[src/rtl/rv_pipe_controller_if.sv]
// Control-unit <-> datapath bundle: D-stage instruction fields in, stage controls and hazard signals out.
interface rv_pipe_controller_if #(
  parameter int REG_AW = 5
);
  logic [6:0]        opcodeD;
  logic [2:0]        func3D;
  logic [6:0]        func7D;
  logic [REG_AW-1:0] rs1D, rs2D, rdD;
  logic              pcSrcE;
  logic [2:0]        immSrcD;
  logic              regWriteE, memWriteE, ALUSrcE, luiE;
  logic [1:0]        resultSrcE, jumpE;
  logic [2:0]        branchE;
  logic [3:0]        ALUControlE;
  logic              regWriteM, memWriteM;
  logic [1:0]        resultSrcM;
  logic              regWriteW;
  logic [1:0]        resultSrcW;
  logic [REG_AW-1:0] rdW;
  logic [1:0]        forwardAE, forwardBE;
  logic              stallF, stallD, stallE, flushD, flushE, mulDivBusy;

  modport master (
    output opcodeD, func3D, func7D, rs1D, rs2D, rdD, pcSrcE,
    input  immSrcD, regWriteE, memWriteE, ALUSrcE, luiE, resultSrcE, jumpE, branchE,
           ALUControlE, regWriteM, memWriteM, resultSrcM, regWriteW, resultSrcW, rdW,
           forwardAE, forwardBE, stallF, stallD, stallE, flushD, flushE, mulDivBusy
  );
  modport slave (
    input  opcodeD, func3D, func7D, rs1D, rs2D, rdD, pcSrcE,
    output immSrcD, regWriteE, memWriteE, ALUSrcE, luiE, resultSrcE, jumpE, branchE,
           ALUControlE, regWriteM, memWriteM, resultSrcM, regWriteW, resultSrcW, rdW,
           forwardAE, forwardBE, stallF, stallD, stallE, flushD, flushE, mulDivBusy
  );
endinterface

[src/rtl/rv_pipe_controller.sv]
// 5-stage RISC-V control: D decode, E/M/W control registers, forwarding, load-use/branch hazards, mul/div busy FSM.
module rv_pipe_controller #(
  parameter int REG_AW     = 5,
  parameter int MULDIV_EN  = 1,
  parameter int MUL_CYCLES = 2,
  parameter int DIV_CYCLES = 32
) (
  input logic clk,
  input logic rst,
  rv_pipe_controller_if.slave bus
);
  localparam int MAXC = (DIV_CYCLES > MUL_CYCLES) ? DIV_CYCLES : MUL_CYCLES;
  localparam int CW   = ($clog2(MAXC) > 0) ? $clog2(MAXC) : 1;
  localparam logic [CW-1:0] MUL_LD = CW'(MUL_CYCLES - 1);
  localparam logic [CW-1:0] DIV_LD = CW'(DIV_CYCLES - 1);

  typedef struct packed {
    logic       regWrite;
    logic [1:0] resultSrc;
    logic       memWrite;
    logic [1:0] jump;
    logic [2:0] branch;
    logic [3:0] aluCtl;
    logic       aluSrc;
    logic       lui;
  } ctrl_t;

  typedef enum logic [1:0] {S_IDLE, S_BUSY, S_DONE} state_t;

  ctrl_t             w_decD, r_E;
  logic [2:0]        w_immSrc;
  logic [REG_AW-1:0] r_rdE, r_rs1E, r_rs2E, r_rdM, r_rdW;
  logic              r_regWriteM, r_memWriteM, r_regWriteW;
  logic [1:0]        r_resultSrcM, r_resultSrcW, w_fwdA, w_fwdB;
  logic              w_loadUse, w_stallE, w_stallD, w_flushE, w_flushD, w_enterMd;
  state_t            r_state, w_stateNx;
  logic [CW-1:0]     r_cnt, w_cntNx;

  function automatic logic [3:0] alu_op(input logic [2:0] f3, input logic sub);
    case (f3)
      3'b000:  alu_op = sub ? 4'b0001 : 4'b0000;
      3'b010:  alu_op = 4'b0100;
      3'b100:  alu_op = 4'b0101;
      3'b110:  alu_op = 4'b0011;
      3'b111:  alu_op = 4'b0010;
      default: alu_op = 4'b0000;
    endcase
  endfunction

  always_comb begin
    w_decD   = '0;
    w_immSrc = 3'b000;
    case (bus.opcodeD)
      7'b0110011: begin
        w_decD.regWrite = 1'b1;
        if (MULDIV_EN != 0 && bus.func7D == 7'b0000001 && bus.func3D == 3'b000)
          w_decD.aluCtl = 4'b1000;
        else if (MULDIV_EN != 0 && bus.func7D == 7'b0000001 && bus.func3D == 3'b100)
          w_decD.aluCtl = 4'b1001;
        else if (MULDIV_EN != 0 && bus.func7D == 7'b0000001 && bus.func3D == 3'b110)
          w_decD.aluCtl = 4'b1010;
        else
          w_decD.aluCtl = alu_op(bus.func3D, bus.func7D[5]);
      end
      7'b0010011: begin
        w_decD.regWrite = 1'b1; w_decD.aluSrc = 1'b1;
        w_decD.aluCtl   = alu_op(bus.func3D, 1'b0);
      end
      7'b0000011: begin
        w_decD.regWrite = 1'b1; w_decD.aluSrc = 1'b1; w_decD.resultSrc = 2'b01;
      end
      7'b0100011: begin
        w_decD.memWrite = 1'b1; w_decD.aluSrc = 1'b1; w_immSrc = 3'b001;
      end
      7'b1100011: begin
        w_decD.aluCtl = 4'b0001; w_immSrc = 3'b010;
        case (bus.func3D)
          3'b000:  w_decD.branch = 3'b001;
          3'b001:  w_decD.branch = 3'b010;
          3'b100:  w_decD.branch = 3'b011;
          3'b101:  w_decD.branch = 3'b100;
          default: w_decD.branch = 3'b000;
        endcase
      end
      7'b1101111: begin
        w_decD.regWrite = 1'b1; w_decD.resultSrc = 2'b10; w_decD.jump = 2'b01; w_immSrc = 3'b011;
      end
      7'b1100111: begin
        w_decD.regWrite = 1'b1; w_decD.resultSrc = 2'b10; w_decD.jump = 2'b10; w_decD.aluSrc = 1'b1;
      end
      7'b0110111: begin
        w_decD.regWrite = 1'b1; w_decD.lui = 1'b1; w_decD.aluSrc = 1'b1; w_immSrc = 3'b100;
      end
      default: ;
    endcase
  end

  // Combinational outputs are gated by reset so every output reads 0 while rst is low.
  assign w_loadUse = (r_E.resultSrc == 2'b01) && (r_rdE != '0) && (r_rdE == bus.rs1D || r_rdE == bus.rs2D);
  assign w_stallE  = (r_state == S_BUSY);
  assign w_stallD  = w_loadUse | w_stallE;
  assign w_flushE  = (w_loadUse | bus.pcSrcE) & ~w_stallE & rst;
  assign w_flushD  = bus.pcSrcE & rst;
  assign w_enterMd = ~w_flushE & ~w_stallE & w_decD.aluCtl[3];

  always_comb begin
    w_fwdA = 2'b00;
    w_fwdB = 2'b00;
    if (r_regWriteM && r_rdM != '0 && r_rdM == r_rs1E)      w_fwdA = 2'b10;
    else if (r_regWriteW && r_rdW != '0 && r_rdW == r_rs1E) w_fwdA = 2'b01;
    if (r_regWriteM && r_rdM != '0 && r_rdM == r_rs2E)      w_fwdB = 2'b10;
    else if (r_regWriteW && r_rdW != '0 && r_rdW == r_rs2E) w_fwdB = 2'b01;
  end

  // The FSM arms on the edge that loads the mul/div into E, so the op is never left unstalled in E.
  always_comb begin
    w_stateNx = r_state;
    w_cntNx   = r_cnt;
    case (r_state)
      S_IDLE, S_DONE: begin
        w_stateNx = S_IDLE;
        if (w_enterMd) begin
          w_stateNx = S_BUSY;
          w_cntNx   = (w_decD.aluCtl == 4'b1000) ? MUL_LD : DIV_LD;
        end
      end
      S_BUSY: begin
        if (r_cnt == '0) w_stateNx = S_DONE;
        else             w_cntNx   = r_cnt - CW'(1);
      end
      default: w_stateNx = S_IDLE;
    endcase
  end

  always_ff @(posedge clk or negedge rst) begin
    if (!rst) begin
      r_state <= S_IDLE;
      r_cnt   <= '0;
    end else begin
      r_state <= w_stateNx;
      r_cnt   <= w_cntNx;
    end
  end

  always_ff @(posedge clk or negedge rst) begin
    if (!rst) begin
      r_E <= '0; r_rdE <= '0; r_rs1E <= '0; r_rs2E <= '0;
      r_regWriteM <= 1'b0; r_memWriteM <= 1'b0; r_resultSrcM <= '0; r_rdM <= '0;
      r_regWriteW <= 1'b0; r_resultSrcW <= '0; r_rdW <= '0;
    end else begin
      if (w_flushE) begin
        r_E <= '0; r_rdE <= '0; r_rs1E <= '0; r_rs2E <= '0;
      end else if (!w_stallE) begin
        r_E <= w_decD; r_rdE <= bus.rdD; r_rs1E <= bus.rs1D; r_rs2E <= bus.rs2D;
      end
      if (w_stallE) begin
        r_regWriteM <= 1'b0; r_memWriteM <= 1'b0; r_resultSrcM <= '0; r_rdM <= '0;
      end else begin
        r_regWriteM <= r_E.regWrite; r_memWriteM <= r_E.memWrite;
        r_resultSrcM <= r_E.resultSrc; r_rdM <= r_rdE;
      end
      r_regWriteW  <= r_regWriteM;
      r_resultSrcW <= r_resultSrcM;
      r_rdW        <= r_rdM;
    end
  end

  assign bus.immSrcD     = rst ? w_immSrc : 3'b000;
  assign bus.regWriteE   = r_E.regWrite;
  assign bus.memWriteE   = r_E.memWrite;
  assign bus.ALUSrcE     = r_E.aluSrc;
  assign bus.luiE        = r_E.lui;
  assign bus.resultSrcE  = r_E.resultSrc;
  assign bus.jumpE       = r_E.jump;
  assign bus.branchE     = r_E.branch;
  assign bus.ALUControlE = r_E.aluCtl;
  assign bus.regWriteM   = r_regWriteM;
  assign bus.memWriteM   = r_memWriteM;
  assign bus.resultSrcM  = r_resultSrcM;
  assign bus.regWriteW   = r_regWriteW;
  assign bus.resultSrcW  = r_resultSrcW;
  assign bus.rdW         = r_rdW;
  assign bus.forwardAE   = w_fwdA;
  assign bus.forwardBE   = w_fwdB;
  assign bus.stallF      = w_stallD;
  assign bus.stallD      = w_stallD;
  assign bus.stallE      = w_stallE;
  assign bus.flushD      = w_flushD;
  assign bus.flushE      = w_flushE;
  assign bus.mulDivBusy  = w_stallE;
endmodule
[src/flat_wrapper.sv]
// flat-port wrapper written by rule: the top's interface ports become plain ports
module rv_pipe_controller_flat 
#(
  parameter int REG_AW     = 5,
  parameter int MULDIV_EN  = 1,
  parameter int MUL_CYCLES = 2,
  parameter int DIV_CYCLES = 32
)
  (clk, rst, bus_opcodeD, bus_func3D, bus_func7D, bus_rs1D, bus_rs2D, bus_rdD, bus_pcSrcE, bus_immSrcD, bus_regWriteE, bus_memWriteE, bus_ALUSrcE, bus_luiE, bus_resultSrcE, bus_jumpE, bus_branchE, bus_ALUControlE, bus_regWriteM, bus_memWriteM, bus_resultSrcM, bus_regWriteW, bus_resultSrcW, bus_rdW, bus_forwardAE, bus_forwardBE, bus_stallF, bus_stallD, bus_stallE, bus_flushD, bus_flushE, bus_mulDivBusy);
  rv_pipe_controller_if #(.REG_AW(REG_AW)) bus_i ();
  input logic clk;
  input logic rst;
  input wire logic [$bits(bus_i.opcodeD)-1:0] bus_opcodeD;
  input wire logic [$bits(bus_i.func3D)-1:0] bus_func3D;
  input wire logic [$bits(bus_i.func7D)-1:0] bus_func7D;
  input wire logic [$bits(bus_i.rs1D)-1:0] bus_rs1D;
  input wire logic [$bits(bus_i.rs2D)-1:0] bus_rs2D;
  input wire logic [$bits(bus_i.rdD)-1:0] bus_rdD;
  input wire logic [$bits(bus_i.pcSrcE)-1:0] bus_pcSrcE;
  output wire logic [$bits(bus_i.immSrcD)-1:0] bus_immSrcD;
  output wire logic [$bits(bus_i.regWriteE)-1:0] bus_regWriteE;
  output wire logic [$bits(bus_i.memWriteE)-1:0] bus_memWriteE;
  output wire logic [$bits(bus_i.ALUSrcE)-1:0] bus_ALUSrcE;
  output wire logic [$bits(bus_i.luiE)-1:0] bus_luiE;
  output wire logic [$bits(bus_i.resultSrcE)-1:0] bus_resultSrcE;
  output wire logic [$bits(bus_i.jumpE)-1:0] bus_jumpE;
  output wire logic [$bits(bus_i.branchE)-1:0] bus_branchE;
  output wire logic [$bits(bus_i.ALUControlE)-1:0] bus_ALUControlE;
  output wire logic [$bits(bus_i.regWriteM)-1:0] bus_regWriteM;
  output wire logic [$bits(bus_i.memWriteM)-1:0] bus_memWriteM;
  output wire logic [$bits(bus_i.resultSrcM)-1:0] bus_resultSrcM;
  output wire logic [$bits(bus_i.regWriteW)-1:0] bus_regWriteW;
  output wire logic [$bits(bus_i.resultSrcW)-1:0] bus_resultSrcW;
  output wire logic [$bits(bus_i.rdW)-1:0] bus_rdW;
  output wire logic [$bits(bus_i.forwardAE)-1:0] bus_forwardAE;
  output wire logic [$bits(bus_i.forwardBE)-1:0] bus_forwardBE;
  output wire logic [$bits(bus_i.stallF)-1:0] bus_stallF;
  output wire logic [$bits(bus_i.stallD)-1:0] bus_stallD;
  output wire logic [$bits(bus_i.stallE)-1:0] bus_stallE;
  output wire logic [$bits(bus_i.flushD)-1:0] bus_flushD;
  output wire logic [$bits(bus_i.flushE)-1:0] bus_flushE;
  output wire logic [$bits(bus_i.mulDivBusy)-1:0] bus_mulDivBusy;
  assign bus_i.opcodeD = bus_opcodeD;
  assign bus_i.func3D = bus_func3D;
  assign bus_i.func7D = bus_func7D;
  assign bus_i.rs1D = bus_rs1D;
  assign bus_i.rs2D = bus_rs2D;
  assign bus_i.rdD = bus_rdD;
  assign bus_i.pcSrcE = bus_pcSrcE;
  assign bus_immSrcD = bus_i.immSrcD;
  assign bus_regWriteE = bus_i.regWriteE;
  assign bus_memWriteE = bus_i.memWriteE;
  assign bus_ALUSrcE = bus_i.ALUSrcE;
  assign bus_luiE = bus_i.luiE;
  assign bus_resultSrcE = bus_i.resultSrcE;
  assign bus_jumpE = bus_i.jumpE;
  assign bus_branchE = bus_i.branchE;
  assign bus_ALUControlE = bus_i.ALUControlE;
  assign bus_regWriteM = bus_i.regWriteM;
  assign bus_memWriteM = bus_i.memWriteM;
  assign bus_resultSrcM = bus_i.resultSrcM;
  assign bus_regWriteW = bus_i.regWriteW;
  assign bus_resultSrcW = bus_i.resultSrcW;
  assign bus_rdW = bus_i.rdW;
  assign bus_forwardAE = bus_i.forwardAE;
  assign bus_forwardBE = bus_i.forwardBE;
  assign bus_stallF = bus_i.stallF;
  assign bus_stallD = bus_i.stallD;
  assign bus_stallE = bus_i.stallE;
  assign bus_flushD = bus_i.flushD;
  assign bus_flushE = bus_i.flushE;
  assign bus_mulDivBusy = bus_i.mulDivBusy;
  rv_pipe_controller #(.REG_AW(REG_AW), .MULDIV_EN(MULDIV_EN), .MUL_CYCLES(MUL_CYCLES), .DIV_CYCLES(DIV_CYCLES)) u_core (.clk(clk), .rst(rst), .bus(bus_i));
endmodule
[config.mk]
export PLATFORM = sky130hd
export DESIGN_NAME = rv_pipe_controller_flat
export DESIGN_NICKNAME = d
export VERILOG_FILES = /design/src/rtl/rv_pipe_controller_if.sv /design/src/rtl/rv_pipe_controller.sv /design/src/flat_wrapper.sv
export SDC_FILE = /design/constraint.sdc
export NUM_CORES = 1
export LEC_CHECK = 0
export ABC_AREA = 1
export CAP_MARGIN = 20
export CELL_PAD_IN_SITES_DETAIL_PLACEMENT = 1
export CELL_PAD_IN_SITES_GLOBAL_PLACEMENT = 1
export CORE_MARGIN = 1.5
export CORE_UTILIZATION = 32
export CTS_CLUSTER_SIZE = 10
export DETAILED_ROUTE_END_ITERATION = 6
export HOLD_SLACK_MARGIN = 0.03
export PLACE_DENSITY = 0.75
export SLEW_MARGIN = 20
export SYNTH_ARGS = -nofsm -noshare
export SYNTH_HDL_FRONTEND = slang
export SYNTH_SLANG_ARGS = --single-unit
[constraint.sdc]
create_clock -name clk -period 1.4 [get_ports clk]
set_clock_uncertainty 0.05 [all_clocks]
set_input_delay 0.28 -clock clk [delete_from_list [all_inputs] [get_ports clk]]
set_output_delay 0.28 -clock clk [all_outputs]
set_load 0.005 [all_outputs]
==> results.json <==
{
  "antenna_found_initial": 0,
  "start_kind": "flop",
  "grt_max_degree": 55,
  "outcome": "complete, but fails checks",
  "num_rows": 34,
  "initial_core_util": 0.3334,
  "max_freq_ghz": 0.5030,
  "antenna_cells": 0,
  "top_level_ports": 75,
  "grt_pass1_vias": 3471,
  "dp_hpwl_um": 7065,
  "drc": 0,
  "critical_path_class": "reg2out",
  "worst_pin_slew_ps": 707.5,
  "rr_worst_depth": 11,
  "synthTopCellsByCount": "84 x nand2_1, 54 x dfrtp_1, 37 x inv_1, 34 x nand3_1, 32 x nor2_1",
  "netlist.area_leader.share": 0.4625,
  "grt_pass1_wl_um": 16790,
  "cts_max_level": 2,
  "yosysUniqueCellTypes": 36,
  "slew_viol_final": 0,
  "min_period_over_period": 1.420,
  "nFillCells": 1017,
  "vdd_drop_max_v": 0.0004729,
  "cap_violations": 0,
  "grt_setup_unrepaired": "true",
  "cts.clk_slew.worst_paths_ps": 110,
  "p_leak_nw": 2.626,
  "violations": "setup timing",
  "synthArstFlopShare": 1.000,
  "cts_buffers": 5,
  "syn_to_final_growth_pct": 76.02,
  "ff_latch_area_um2": 1356,
  "syn_inst": 354,
  "power.total_mw": 3.514,
  "die_x_um": 98.55,
  "hold_path_class": "in2async",
  "cts_tree": "yes",
  "min_period_ps": 1988,
  "cts_buffer_depth": 2,
  "hold_viol_final": 0,
  "dieHeight_um": 98.55,
  "dp_cells": 592,
  "via_count": 3216,
  "grt.overflow.total": 0,
  "drive_gt1_frac": 0.4700,
  "setup_slack_ps": -587.9,
  "cts-root-buf": "clkbuf_8",
  "ant_nets": 0,
  "viasPerCell": 5.009,
  "initialDrtViolationCount": 92,
  "yosys_warnings": 0,
  "routed_wl_um": 11910,
  "synthesis.nets": 391,
  "clkLatencyLatePin_ps": 310,
  "power.density_nw_per_um2": 683.4,
  "place.gp.congestion": 0.8043,
  "synthFlopType": "dfrtp_1",
  "core_region_area_um2": 8763,
  "cp.required_ps": 1070,
  "ys_ff_latch": 54,
  "yosysTopAreaCell": "dfrtp_1",
  "hold_buffers": 0,
  "setup_viol": 48,
  "hold_ws_ps": 162.2,
  "cp-end-kind": "output pin",
  "instances_no_fill": 642,
  "slew_headroom": 0.5283,
  "critPathMaxFanout": 5,
  "crit_arrival_ps": 1660,
  "synth_edf_count": 0,
  "cts.sinks": 54,
  "seq_area_frac_synth": 0.4625,
  "grtUsageTotal": 0.2177,
  "multi_input_area_um2": 1723,
  "first_pass_iters": 4,
  "die_area_um2": 9712,
  "routedWlPerCell_um": 18.55,
  "synth_most_common_cell": "nand2_1",
  "synth_area_um2": 2922,
  "synth_area_leaders": "dfrtp_1 46%, nand2_1 11%, nand3_1 5.8%, inv_1 4.8%, nor2_1 4.1%",
  "port_buffers": 74,
  "dp_slack_ps": -972.4,
  "postSynthAreaPerCell_um2": 8.253,
  "fin_nets": 570
}
metal layers:
metal,up-vias,share of wire,GRT usage,wire (um)
li1,1481,-,-,-
met1,1624,0.38,0.2445,4519
met3,22,0.031,0.02766,374
met4,0,0.025,0.08559,300
met5,-,0,0,0
met2,89,0.56,0.4141,6712
report_power, final:
part | switching [mW] | internal (mW)
clock network | 0.564 | 0.536
logic | 0.357 | 0.382
registers | 0.0650 | 1.61
total | 0.985 | 2.53
state kept, by name (all words and copies together) (netlist names), 2 cells and up:
name / count
u_core.bus.rdW: 5
u_core.r_cnt: 5
u_core.r_rdE: 5
u_core.r_rdM: 5
u_core.r_rs1E: 5
u_core.r_rs2E: 5
u_core.bus.ALUControlE: 4
u_core.bus.branchE: 3
u_core.bus.jumpE: 2
u_core.bus.resultSrcE: 2
u_core.bus.resultSrcM: 2
u_core.bus.resultSrcW: 2
u_core.r_state: 2
critical path, cell delays in order (launching register included):
cell,delay (ps)
dfrtp_2,480
nor3_4,240
nand3_2,110
nand3_2,90
inv_2,50
nand2_4,80
nand2_4,60
nand2_4,90
inv_2,40
buf_6,100
cells in the final DEF (no fill, tap or decap), types with 9 or more instances in the layout:
cell	n
buf_2	11
buf_4	79
buf_6	28
clkdlybuf4s50_1	21
dfrtp_1	50
dlygate4sd2_1	24
inv_1	28
inv_2	16
nand2_1	68
nand2_2	14
nand3_1	19
nand3_2	11
nor2_1	29
o21ai_2	18
xnor2_1	9
xor2_1	11
area by class of cell:
class	instances	area share
multi-input cells	243	0.3350
repair buffers	180	0.3144
flip-flops and latches	54	0.2637
inverters	49	0.03917
well taps	108	0.02628
clock buffers	6	0.01411
clock inverters	2	0.007299
kinds of logic after synthesis:
group                    share of synthesized area
AO/OA/AOI/OAI                              0.08994
XOR/XNOR                                   0.06595
adder cells (fa/ha/maj)                   0.008564
buffers and inverters                      0.08522
flip-flops                                  0.4625
AND/OR/NAND/NOR                             0.2878
what timing repair did:
action	in CTS	in global routing
buffers inserted	29	15
pin swaps	31	34
setup endpoints to repair	77	55
cloned	2	2
resized for setup	199	77
worst paths after layout:
path	from	end	slack, ps
max	u_core.r_rdE[0]$_DFFE_PN0P_	bus_flushE	-590
min reg2reg	u_core.bus.resultSrcM[1]$_DFF_PN0_	u_core.bus.resultSrcW[1]$_DFF_PN0_	340
max reg2reg	u_core.r_rdE[3]$_DFFE_PN0P_	u_core.r_cnt[0]$_DFFE_PN0P_	-460
min	rst	u_core.r_cnt[0]$_DFFE_PN0P_	160
min in group clk	bus_rs1D[1]	u_core.r_rs1E[1]$_DFFE_PN0P_	320
max in group asynchronous	rst	u_core.bus.rdW[2]$_DFF_PN0_	630
metrics by stage:
| step | instance area, um^2 | TNS [ps] | utilization |
|---|---|---|---|
| 2_1_floorplan | 2974 | -374.3 | - |
| 3_3_place_gp | 4279 | -32370 | 0.4883 |
| 3_5_place_dp | 4279 | -34470 | 0.4883 |
| 4_1_cts | 4815 | -15550 | 0.5494 |
| 5_1_grt | 5142 | -21140 | 0.5868 |
| 6_report | 5142 | -16630 | 0.5868 |
(Power assumes the default switching activity.)
==> RTL change 1: new RTL, config.mk and constraints unchanged <==
`DIV_CYCLES` is set to 32 in 2 places; all go to 128.
--- a/src/rtl/rv_pipe_controller.sv
+++ b/src/rtl/rv_pipe_controller.sv
@@ -3,7 +3,7 @@
   parameter int REG_AW     = 5,
   parameter int MULDIV_EN  = 1,
   parameter int MUL_CYCLES = 2,
-  parameter int DIV_CYCLES = 32
+  parameter int DIV_CYCLES = 128
 ) (
   input logic clk,
   input logic rst,
--- a/src/flat_wrapper.sv
+++ b/src/flat_wrapper.sv
@@ -4,7 +4,7 @@
   parameter int REG_AW     = 5,
   parameter int MULDIV_EN  = 1,
   parameter int MUL_CYCLES = 2,
-  parameter int DIV_CYCLES = 32
+  parameter int DIV_CYCLES = 128
 )
   (clk, rst, bus_opcodeD, bus_func3D, bus_func7D, bus_rs1D, bus_rs2D, bus_rdD, bus_pcSrcE, bus_immSrcD, bus_regWriteE, bus_memWriteE, bus_ALUSrcE, bus_luiE, bus_resultSrcE, bus_jumpE, bus_branchE, bus_ALUControlE, bus_regWriteM, bus_memWriteM, bus_resultSrcM, bus_regWriteW, bus_resultSrcW, bus_rdW, bus_forwardAE, bus_forwardBE, bus_stallF, bus_stallD, bus_stallE, bus_flushD, bus_flushE, bus_mulDivBusy);
   rv_pipe_controller_if #(.REG_AW(REG_AW)) bus_i ();
Function: same outputs for any inputs over 10 cycles, from zero or initial values and one cycle with rst low; that may be too few to reach the edited logic, so the function may still have changed.
==> RTL change 1 against the unedited design <==
The run still ends with negative setup slack left; sequential cell count grew 2; sequential share of layout area shrank 0.51 points; register-to-register slack lost 0.12 ns; critical endpoint unchanged; final area grew 6.0%; global-route usage grew 5.7 points; die area grew 2.3%; setup slack lost 0.098 ns; area after synthesis grew 2.4%; fmax shrank 4.7%; first-iteration DRC count grew 34%; final cell count grew 6.4%; wire length grew 18%.
Power is not compared: it rests on default switching activity, and its combinational part moved more than twofold at a synthesized area within 25%.
==> RTL change 1: results (changes against the unedited design) <==
| Metric | Value |
|---|---|
| Final wirelength | 14110 um (+18%) |
| Seq/Total Area, Yosys | 46.84% (+0.59 points) |
| Reg-to-reg endpoint | u_core.r_cnt[3] |
| Clock slew seen by the registers of the worst setup and hold paths | 0.13 ns (+0.02 ns) |
| Worst EP arrival | 1.76 ns (+0.10 ns) |
| Top post-synthesis cells by area | dfrtp_1 47%, nand2_1 12%, nand3_1 6.4% |
| Fraction of layout cells with a size suffix above 1 | 47.73% (+0.72 points) |
| Setup_tns | -23.76 ns (-7.122 ns) |
| Dpl hpwl | 7248 um (+2.6%) |
| R2r setup slk | -0.58 ns (-0.12 ns) |
| Vias/cell | 5.179 (+3.4%) |
| FILL cells | 1040 (+2.3%) |
| Setup ws final | -0.6863 ns (-0.09840 ns) |
| Max FFs per register | 7 |
| Via count | 3537 (+10%) |
| Number of cells after detailed placement | 619 (+4.6%) |
| Worst-Skew Late Latency | 0.34 ns (+0.03 ns) |
| Max-slew headroom | 50.07% (-2.8 points) |
| Largest net degree at the start of global routing | 57 (+3.6%) |
| Worst slack, placed | -1.045 ns (-0.07291 ns) |
| Yosys cell types | 33 (-8.3%) |
| Vias in the first global route | 3944 (+14%) |
| Final setup violation count | 50 (+4.2%) |
| Synthesized net count | 416 (+6.4%) |
| First-pass GRT wire length | 20610 um (+23%) |
| Worst-path fanout max | 5 (unchanged) |
| Setup crit start | u_core.r_rdE[0] |
| Worst path max stage delay | 0.47 ns |
| Gp weighted congestion | 0.8599 (+6.9%) |
| Critical Path Sink | bus_flushE |
| Hold slack | 0.1983 ns (+0.03610 ns) |
| Violated checks | negative setup slack |
| Commonest cells post-synth | 95 x nand2_1, 56 x dfrtp_1, 42 x inv_1 |
| Cell count after synthesis | 379 (+7.1%) |
| Gr usage total | 27.47% (+5.7 points) |
| ANT cells | 0 (unchanged) |
| Nets@finish | 608 (+6.7%) |
| Drt pass-1 iters | 4 (unchanged) |
| Starting DRT DRC Count | 123 (+34%) |
| R2R cell count | 14 (+3) |
| CP top delay family | simple AND/OR/NAND/NOR gates |
| Total number of yosys warnings | 0 (unchanged) |
| Status | complete, but fails checks |
| Most flop-heavy register | u_core.r_cnt |
| DP Area | 4355 um^2 (+1.8%) |
==> RTL change 1: worst register-to-register path, delay by kind of cell, from the launching register on <==
kind          cells  cell delay, ns
simple gates     12            1.16
buf+inv           2            0.22
flops             1            0.47
==> RTL change 1: cells by family after synthesis <==
logic type,synth area share [%]
simple gates,30.24
flops,46.84
fa+ha+maj,0.8363
xor+xnor,6.733
compound gates,6.901
buf+inv,8.448
==> RTL change 1: final cells by class <==
type | instances | area (um^2) | area share [%]
multi-input cells | 264 | 1916 | 35.14
repair buffers | 192 | 1682 | 30.85
flip-flops and latches | 56 | 1410 | 25.87
inverters | 52 | 207.7 | 3.810
well taps | 111 | 138.9 | 2.548
clock buffers | 6 | 82.58 | 1.515
clock inverters | 2 | 15.01 | 0.2754
==> RTL change 1: routing by layer <==
layer | vias to the layer above | share of wire (%) | GRT usage, %
li1 | 1587 | - | -
met1 | 1770 | 38 | 30.23
met2 | 134 | 54 | 52.12
met3 | 46 | 3.3 | 2.741
met4 | 0 | 4.5 | 13.65
met5 | - | 0 | 0
==> RTL change 1: power by group <==
group | leakage [nW] | total, mW | switching [mW] | internal, mW
logic | 2.13 | 0.365 | 0.192 | 0.172
clock network | 0.0434 | 1.01 | 0.610 | 0.403
registers | 0.594 | 1.62 | 0 | 1.62
total | 2.77 | 2.99 | 0.802 | 2.19
==> RTL change 1: what timing repair did <==
item | 4_1_cts | 5_1_grt
resized for setup | 237 | 74
gates cloned | 4 | 0
hold buffers | 0 | 0
endpoints found under the hold margin | 0 | 0
pin swaps | 35 | 30
endpoints found under the setup margin | 78 | 62
setup buffers | 46 | 13
==> RTL change 2: new RTL, config.mk and constraints unchanged <==
Made on the original files. Reset style: synchronous (`rst`), changed in 2 clocked blocks.
--- a/src/rtl/rv_pipe_controller.sv
+++ b/src/rtl/rv_pipe_controller.sv
@@ -132,7 +132,7 @@
     endcase
   end
 
-  always_ff @(posedge clk or negedge rst) begin
+  always_ff @(posedge clk) begin
     if (!rst) begin
       r_state <= S_IDLE;
       r_cnt   <= '0;
@@ -142,7 +142,7 @@
     end
   end
 
-  always_ff @(posedge clk or negedge rst) begin
+  always_ff @(posedge clk) begin
     if (!rst) begin
       r_E <= '0; r_rdE <= '0; r_rs1E <= '0; r_rs2E <= '0;
       r_regWriteM <= 1'b0; r_memWriteM <= 1'b0; r_resultSrcM <= '0; r_rdM <= '0;
Formal check against the unedited RTL: differs if rst is asserted again (counterexample within 4 cycles, from zero or initial values and one cycle with rst low); with rst held inactive, the same outputs for 10 cycles.
==> RTL change 2 against the unedited design <==
The flow still finishes with violations (negative setup slack); worst hold slack better by 0.17 ns; clock power down 13%; wire length up 14%; final cell count up 6.2%; total power down 9.6%; non-clock buffer count up 6; register-to-register slack worse by 0.08 ns; largest power group unchanged; area after synthesis down 4.8%; core utilization up 3.5 points; final area up 0.37%; fmax down 2.1%; sequential cell count unchanged; setup slack worse by 0.043 ns.
==> RTL change 2: results (changes against the unedited design) <==
| Metric | Value |
|---|---|
| DP Area | 4208 um^2 (-1.7%) |
| Worst EP arrival | 1.70 ns (+0.04 ns) |
| GR Util met2 | 49.47% (+8.1 points) |
| Starting DRT DRC Count | 80 (-13%) |
| Reg-to-reg endpoint | u_core.bus.resultSrcE[1] |
| Setup ws final | -0.6311 ns (-0.04321 ns) |
| Vias/cell | 5.089 (+1.6%) |
| Setup crit start | u_core.r_rdM[0] |
| R2r setup slk | -0.54 ns (-0.08 ns) |
| Critical Path Sink | bus_forwardAE[0] |
| GR Util met3 | 2.765% (about the same) |
| Worst-Skew Late Latency | 0.33 ns (+0.02 ns) |
| R2R cell count | 13 (+2) |
| Slowest stage cell on the critical path | dfxtp_2 |
| Status | complete, but fails checks |
| Largest net degree at the start of global routing | 21 (-62%) |
| Met1 usage in global routing | 25.77% (+1.3 points) |
| Nets@finish | 613 (+7.5%) |
| Gr usage total | 24.48% (+2.7 points) |
| Most used flip-flop cell after synthesis | dfxtp_1 |
| FILL cells | 983 (-3.3%) |
| Max-slew headroom | 46.63% (-6.2 points) |
| Violated checks | negative setup slack |
| Ys async rst share | 0% (-100 points) |
| Worst slack, placed | -0.9797 ns (-0.007377 ns) |
| HP Class | input pin to register |
| Final setup violation count | 49 (+2.1%) |
| CTS buffer count | 5 (unchanged) |
| Drt wl/cell | 19.83 um (+6.9%) |
| Net Sw Frac | 29.77% (+1.7 points) |
| Commonest cells post-synth | 104 x nand2_1, 54 x dfxtp_1, 50 x inv_1 |
| Reg-to-reg startpoint | u_core.r_rdE[3] |
| Post-CTS Setup Bufs | 30 (+3.4%) |
| Seq/Total Area, Yosys | 38.88% (-7.4 points) |
| CTS-repair resized insts | 242 (+22%) |
| Vias in the first global route | 3527 (+1.6%) |
| Gp weighted congestion | 0.8138 (+1.2%) |
| Number of cells after detailed placement | 635 (+7.3%) |
| Worst path max stage delay | 0.34 ns (-0.14 ns) |
| Worst-path fanout max | 2 (-3) |
| Met3 Wirelength | 468 um (+25%) |
| Leak pwr | 2.489 nW (-5.2%) |
| Max rail drop VDD | 0.0004231 V (-11%) |
| Dpl hpwl | 7144 um (+1.1%) |
| Via count | 3471 (+7.9%) |
| Syn avg cell area | 7.038 um^2 (-15%) |
| Synthesized net count | 432 (+10%) |
| Fraction of layout cells with a size suffix above 1 | 50.95% (+3.9 points) |
==> RTL change 2: cell families (layout without fill, tap and decap cells) <==
| logic type | count (synthesis) | in the layout | synth area share (%) |
|---|---|---|---|
| AO/OA/AOI/OAI | 50 | 50 | 12.15 |
| XOR/XNOR | 23 | 23 | 7.246 |
| adder cells (fa/ha/maj) | 2 | 2 | 0.8999 |
| buffers and inverters | 70 | 252 | 10.44 |
| flip-flops | 54 | 54 | 38.88 |
| AND/OR/NAND/NOR | 196 | 196 | 30.38 |
==> RTL change 2: power groups by stage <==
stage / clock (mW) / combinational (mW) / sequential [mW]
2_1_floorplan: 0 / 0.178 / 1.62
3_3_place_gp: 0 / 0.447 / 1.62
3_5_place_dp: 0 / 0.461 / 1.63
4_1_cts: 0.952 / 0.532 / 1.58
5_1_grt: 1.02 / 0.659 / 1.59
6_report: 0.961 / 0.624 / 1.59
==> RTL change 2: how the worst min path moves through the flow <==
stage | from | endpoint | slack [ns] | depth (start not counted)
floorplan | bus_rdD[0] | u_core.r_rdE[0] | 0.37 | 2
global placement | u_core.bus.resultSrcM[0] | u_core.bus.resultSrcW[0] | 0.38 | 2
detailed placement | u_core.bus.resultSrcM[0] | u_core.bus.resultSrcW[0] | 0.39 | 2
CTS | bus_rs1D[1] | u_core.r_rs1E[1] | 0.32 | 3
global route | bus_rs1D[1] | u_core.r_rs1E[1] | 0.35 | 3
finish | bus_rs1D[1] | u_core.r_rs1E[1] | 0.33 | 3
==> RTL change 2: cell type report <==
cell class                 count  area [um^2]  area share, %
clock inverter                 3        25.02         0.4848
sequential                    54         1145          22.18
tap                          105        131.4          2.545
timing repair buffer         186         1669          32.34
multi-input combinational    271         1883          36.48
inverter                      58        239.0          4.630
clock buffer                   5        68.82          1.333
